**config.mk**
```make
export PLATFORM = sky130hd
export DESIGN_NAME = wdt_io_bridge
export DESIGN_NICKNAME = d
export VERILOG_FILES = /design/src/rtl/f8_wdt_pkg.sv /design/src/rtl/wdt_key_fsm.sv /design/src/rtl/wdt_io_bridge.sv
export SDC_FILE = /design/constraint.sdc
export NUM_CORES = 1
export LEC_CHECK = 0
export BUFFER_PORTS_ARGS = -buffer_cell sky130_fd_sc_hd__buf_2
export CAP_MARGIN = 10
export CORE_MARGIN = 3
export CORE_UTILIZATION = 45
export CTS_CLUSTER_SIZE = 30
export DETAILED_ROUTE_END_ITERATION = 6
export GPL_TIMING_DRIVEN = 0
export PLACE_DENSITY = 0.74
export SLEW_MARGIN = 25
export SYNTH_ARGS = -nofsm -noshare
export SYNTH_HDL_FRONTEND = slang
export SYNTH_SLANG_ARGS = --single-unit
```
**constraint.sdc**
```tcl
create_clock -name clk -period 1.7 [get_ports clk]
set_input_delay 0.085 -clock clk [delete_from_list [all_inputs] [get_ports clk]]
set_output_delay 0.085 -clock clk [all_outputs]
set_load 0.02 [all_outputs]
```
**src/rtl/f8_wdt_pkg.sv**
```systemverilog
// Register offsets, unlock key values and key-FSM state encoding shared by the
// watchdog I/O bridge and its key sub-module.
package f8_wdt_pkg;

  localparam logic [2:0] OFF_CNT_LO = 3'd0;
  localparam logic [2:0] OFF_CNT_HI = 3'd1;
  localparam logic [2:0] OFF_RLD_LO = 3'd2;
  localparam logic [2:0] OFF_RLD_HI = 3'd3;
  localparam logic [2:0] OFF_CONFIG = 3'd4;
  localparam logic [2:0] OFF_KEY    = 3'd5;

  localparam logic [7:0] KEY1_VAL = 8'h55;
  localparam logic [7:0] KEY2_VAL = 8'hAA;
  localparam logic [7:0] CLR_VAL  = 8'h00;

  typedef enum logic [1:0] {
    LOCKED   = 2'd0,
    KEY1     = 2'd1,
    UNLOCKED = 2'd2
  } key_state_e;

endpackage

```
**src/rtl/wdt_key_fsm.sv**
```systemverilog
// Two-step unlock sequence guarding CONFIG writes, with an inactivity timeout
// and a sticky violation flag for CONFIG writes attempted while not unlocked.
module wdt_key_fsm
  import f8_wdt_pkg::*;
#(
  parameter int KEY_TIMEOUT = 16
) (
  input  logic       clk,
  input  logic       reset,
  input  logic       key_write,
  input  logic [7:0] key_data,
  input  logic       config_req,
  output key_state_e state,
  output logic       violation
);

  localparam int TW = (KEY_TIMEOUT > 1) ? $clog2(KEY_TIMEOUT) : 1;
  localparam logic [TW-1:0] TIMER_LAST = TW'(KEY_TIMEOUT - 1);

  logic [TW-1:0] timer;

  // NOTE: sequential state uses non-blocking assignments so every register
  // samples the pre-edge values of the others.
  always_ff @(posedge clk) begin
    if (reset) begin
      state     <= LOCKED;
      timer     <= '0;
      violation <= 1'b0;
    end else if (key_write) begin
      timer <= '0;
      case (state)
        LOCKED: begin
          if (key_data == KEY1_VAL) state <= KEY1;
          if (key_data == CLR_VAL) violation <= 1'b0;
        end
        KEY1:    state <= (key_data == KEY2_VAL) ? UNLOCKED : LOCKED;
        default: state <= LOCKED;
      endcase
    end else if (config_req && state == UNLOCKED) begin
      state <= LOCKED;
      timer <= '0;
    end else begin
      if (config_req) violation <= 1'b1;
      // An open sequence expires after KEY_TIMEOUT cycles without a key write.
      if (state != LOCKED) begin
        if (timer == TIMER_LAST) begin
          state <= LOCKED;
          timer <= '0;
        end else begin
          timer <= timer + 1'b1;
        end
      end
    end
  end

endmodule

```
**src/rtl/wdt_io_bridge.sv**
```systemverilog
// 8-bit CPU I/O port bridge to a 16-bit watchdog: address decode, registered
// read mux with high-byte snapshot, and low-byte buffering for 16-bit writes.
module wdt_io_bridge
  import f8_wdt_pkg::*;
#(
  parameter logic [7:0] BASE        = 8'h20,
  parameter int         KEY_TIMEOUT = 16
) (
  input  logic        clk,
  input  logic        reset,
  input  logic [7:0]  io_addr,
  input  logic [7:0]  io_wdata,
  input  logic        io_write,
  input  logic        io_read,
  output logic [7:0]  io_rdata,
  input  logic [15:0] wdt_counter,
  input  logic [15:0] wdt_reload,
  input  logic [7:0]  wdt_config,
  output logic [15:0] counter_in,
  output logic [15:0] reload_in,
  output logic [7:0]  config_in,
  output logic [1:0]  counter_write,
  output logic [1:0]  reload_write,
  output logic        config_write
);

  logic       sel;
  logic       wr;
  logic       rd;
  logic [2:0] offset;
  logic [7:0] read_data;
  logic [7:0] cnt_snapshot;
  logic [7:0] cnt_lo_buf;
  logic [7:0] rld_lo_buf;
  logic       cnt_pending;
  logic       rld_pending;
  key_state_e key_state;
  logic       violation;

  assign sel    = (io_addr[7:3] == BASE[7:3]);
  assign offset = io_addr[2:0];
  assign wr     = io_write && sel;
  // A simultaneous write wins; the read is dropped and io_rdata holds.
  assign rd     = io_read && !io_write;

  wdt_key_fsm #(.KEY_TIMEOUT(KEY_TIMEOUT)) u_key_fsm (
    .clk        (clk),
    .reset      (reset),
    .key_write  (wr && (offset == OFF_KEY)),
    .key_data   (io_wdata),
    .config_req (wr && (offset == OFF_CONFIG)),
    .state      (key_state),
    .violation  (violation)
  );

  // NOTE: every combinational output gets a default first so no latch forms.
  always_comb begin
    read_data = 8'h00;
    if (sel) begin
      case (offset)
        OFF_CNT_LO: read_data = wdt_counter[7:0];
        OFF_CNT_HI: read_data = cnt_snapshot;
        OFF_RLD_LO: read_data = wdt_reload[7:0];
        OFF_RLD_HI: read_data = wdt_reload[15:8];
        OFF_CONFIG: read_data = wdt_config;
        OFF_KEY:    read_data = {5'b0, violation, key_state};
        default:    read_data = 8'h00;
      endcase
    end
  end

  always_ff @(posedge clk) begin
    if (reset) begin
      io_rdata      <= '0;
      counter_in    <= '0;
      reload_in     <= '0;
      config_in     <= '0;
      counter_write <= '0;
      reload_write  <= '0;
      config_write  <= 1'b0;
      cnt_snapshot  <= '0;
      cnt_lo_buf    <= '0;
      rld_lo_buf    <= '0;
      cnt_pending   <= 1'b0;
      rld_pending   <= 1'b0;
    end else begin
      // NOTE: strobes default low every cycle, so any assignment below is a
      // single-cycle pulse; the data outputs keep their last value.
      counter_write <= 2'b00;
      reload_write  <= 2'b00;
      config_write  <= 1'b0;
      if (wr) begin
        case (offset)
          OFF_CNT_LO: begin
            cnt_lo_buf  <= io_wdata;
            cnt_pending <= 1'b1;
          end
          OFF_CNT_HI: begin
            counter_write <= {1'b1, cnt_pending};
            counter_in    <= {io_wdata, cnt_pending ? cnt_lo_buf : 8'h00};
            cnt_pending   <= 1'b0;
          end
          OFF_RLD_LO: begin
            rld_lo_buf  <= io_wdata;
            rld_pending <= 1'b1;
          end
          OFF_RLD_HI: begin
            reload_write <= {1'b1, rld_pending};
            reload_in    <= {io_wdata, rld_pending ? rld_lo_buf : 8'h00};
            rld_pending  <= 1'b0;
          end
          OFF_CONFIG: begin
            if (key_state == UNLOCKED) begin
              config_write <= 1'b1;
              config_in    <= io_wdata;
            end
          end
          default: ;
        endcase
      end else if (rd) begin
        io_rdata <= read_data;
        if (sel && offset == OFF_CNT_LO) cnt_snapshot <= wdt_counter[15:8];
      end
    end
  end

endmodule

```
==> results.yml <==
worst_setup_path:
  cp-end-kind: "flop"
  r2r_setup_slack_ns: 0.27
  criticalPathCategory: "in -> reg"
  critPathSlowestCell: "or4b_4"
  cp.arrival_ns: 1.83
  cp-start-kind: "input port"
  setup.worst_path.start: "io_addr[4]"
  cp_slowest_stage_delay_ns: 0.52
  critPathRequiredTime_ns: 1.95
  path_cells: "buf_2 -> or4b_4 -> buf_6 -> nor4_2 -> a31oi_1 -> a22o_1"
  cp_max_fo: 8
  worstReg2RegStart: "u_key_fsm.state[0]"
  reg2reg_depth: 3
  r2r_end: "config_in[5]"
power_and_ir_drop:
  p_leak_nw: 2.09
  powerDensity_nw_per_um2: 849
  power.total_mw: 3.81
  ir_drop_mv: 0.528
cts:
  root_buffer: "clkbuf_8"
  cts_sinks: 86
  cts_inserted_buffers: 9
  clk-insertion-delay-late_ns: 0.36
  path_clk_slew_ns: 0.09
  clockBufferDepth: 2
  h-tree-depth: 3
  cts_tree: "yes"
yosys:
  netlist_area_um2: 3500
  ys_top_cells_by_count: "dfxtp_1 (86), mux2i_1 (47), nor2_1 (43), a22o_1 (25), nand2_1 (17)"
  synth.top_cell.area_share: 0.492
  synth_seq_cells: 86
  yosysWarningCount: 0
  synth.most_common_cell: "dfxtp_1"
  yosys-mux-area-fraction: 0.147
  synth.distinct_cells: 44
  synth_area_leaders: "dfxtp_1 (49%), mux2i_1 (13%), a22o_1 (6.3%)"
  syn_inst: 346
  synth_edf_count: 0
  synthFlopType: "dfxtp_1"
  synthAdderAreaFrac: 0.00357
  yosys.area_share.xor_xnor: 0.00250
  synthSimpleGateAreaFrac: 0.179
  synth.avg_cell_area_um2: 10.1
  yosysTopAreaCell: "dfxtp_1"
  synth_top_family_by_area: "simple AND/OR/NAND/NOR gates"
  synth_seq_area_share: 0.492
  async_reset_ff_frac: 0
  synth_compound_area_frac: 0.141
  synth_nets: 407
timing:
  max_freq_mhz: 630
  fin_crit_sh: 0.934
  slew_headroom: 0.485
  setup_viol: 0
  min_period_ns: 1.59
  finalSetupTns_ns: 0
  worst_pin_slew_ns: 0.769
  finalHoldViolations: 0
  maxSlewViolCount: 0
  fin_skew_ns: 0.00981
  rsz0062_at_grt: "true"
routing:
  vias_per_cell: 5.42
  drtIter0Drc: 185
  ant_nets: 0
  post-route-drc-count: 0
  vias: 3141
  drt-wirelength-per-cell_um: 16.6
  first_pass_iters: 4
  drt-total-wl_um: 9590
floorplan:
  coreArea_um2: 7410
  io_pins: 113
  fp.dieW_um: 94.2
  dieHeight_um: 94.2
  row_count: 31
  start_util: 0.473
  die-area_um2: 8880
min_path:
  hold_path_class: "in -> reg"
  holdCritStartpoint: "wdt_config[4]"
  hold_depth: 3
  hold_end: "io_rdata[4]"
global_route:
  grt_pass1_wl_um: 15200
  grt-busiest-layer: "met2"
  grt_pass1_vias: 3050
  overflow: 0
  antenna_found_initial: 0
  grt_usage: 0.222
  grt_max_degree: 18
  grt_use_met3: 0.0441
  met2_usage: 0.346
  grt_use_met1: 0.299
placement:
  place_congestion: 0.810
  hpwl_um: 6950
  port_buffers: 109
run:
  cap_viol_max_count: 0
layout:
  drive_gt1_frac: 0.308
  diodes: 0
  syn_to_final_growth_pct: 28.0
  post-route-util: 0.605
  nets: 536
run_status:
  status: "finished clean"
==> how the worst max path moves through the flow <==
stage	to	slack, ns
floorplan	counter_write[0]	0.10
global placement	config_in[1]	-0.21
detailed placement	config_in[4]	-0.22
CTS	config_in[5]	0.09
global route	reload_in[9]	-0.04
finish	config_in[5]	0.11
==> per-stage QoR <==
step	instance area [µm²]	instances	hold WS [ns]	setup WS (ns)
floorplan	3500	346	0.211	0.103
global placement	4170	554	0.324	-0.206
detailed placement	4170	554	0.335	-0.224
CTS	4470	578	0.0207	0.0880
global route	4480	579	0.0460	-0.0386
finish	4480	579	0.0308	0.113
==> logic make-up after synthesis <==
kind of cell / Yosys count
and+or+nand+nor: 112
adders and majority gates: 1
buffers and inverters: 26
AOI/OAI and AO/OA: 70
muxes: 50
xor gates and xnor gates: 1
DFF: 86
==> placed cells by master (no fill, tap or decap), drive strengths merged, types with 4 or more instances in the layout <==
cell type    synthesis  layout
nor2                43      43
o21ai                8       8
nand3                9       9
a21oi               15      15
nand2b               8       8
nor2b                5       5
nand4                6       6
clkbuf              11      20
nor4                 7       7
dfxtp               86      86
dlygate4sd3          0       8
o22ai                6       6
buf                 10     120
nand2               17      17
a22o                25      25
nor3                 4       4
a31oi                6       6
mux2i               47      47
inv                  5       7
==> what timing repair did <==
item | 4_1_cts | 5_1_grt
hold endpoints to repair | 8 | 0
buffers inserted | 0 | 1
endpoints found under the setup margin | 0 | 10
gates resized for setup | 0 | 1
hold buffers | 8 | 0
==> final cells by class <==
cell class / instances / area [µm²]
Clock inverter: 7 / 91.3
Buffer: 21 / 104
Sequential cell: 86 / 1720
Multi-Input combinational cell: 234 / 1670
Fill cell: 636 / 2930
Clock buffer: 9 / 124
Timing Repair Buffer: 118 / 633
Tap cell: 99 / 124
Inverter: 5 / 18.8
==> report_power, final <==
group / total [mW] / internal [mW] / leakage [nW] / switching [mW]
registers: 2.01 / 2.01 / 0.692 / 0.000792
logic: 0.281 / 0.117 / 1.29 / 0.164
clock network: 1.51 / 0.711 / 0.105 / 0.799
==> layer usage <==
layer	vias to the layer above	wire, µm
met5	-	0
met2	116	4410
met3	21	691
met1	1488	4280
met4	0	215
li1	1516	-
==> registers in the layout (all words and copies together), names as in the netlist <==
name and flops:
counter_write 2, counter_in 16, cnt_snapshot 8, u_key_fsm.timer 4, reload_write 2, rld_pending 1
u_key_fsm.state 2, reload_in 16, rld_lo_buf 8, config_in 8, io_rdata 8, cnt_lo_buf 8
cnt_pending 1, u_key_fsm.violation 1, config_write 1
==> worst max-delay path: cells and delay by family <==
kind | cells | cell delay, ns
AND/OR/NAND/NOR | 2 | 0.82
AO/OA/AOI/OAI | 2 | 0.66
buffers and inverters | 2 | 0.25
No activity file was read; power rests on OpenSTA's default activity.
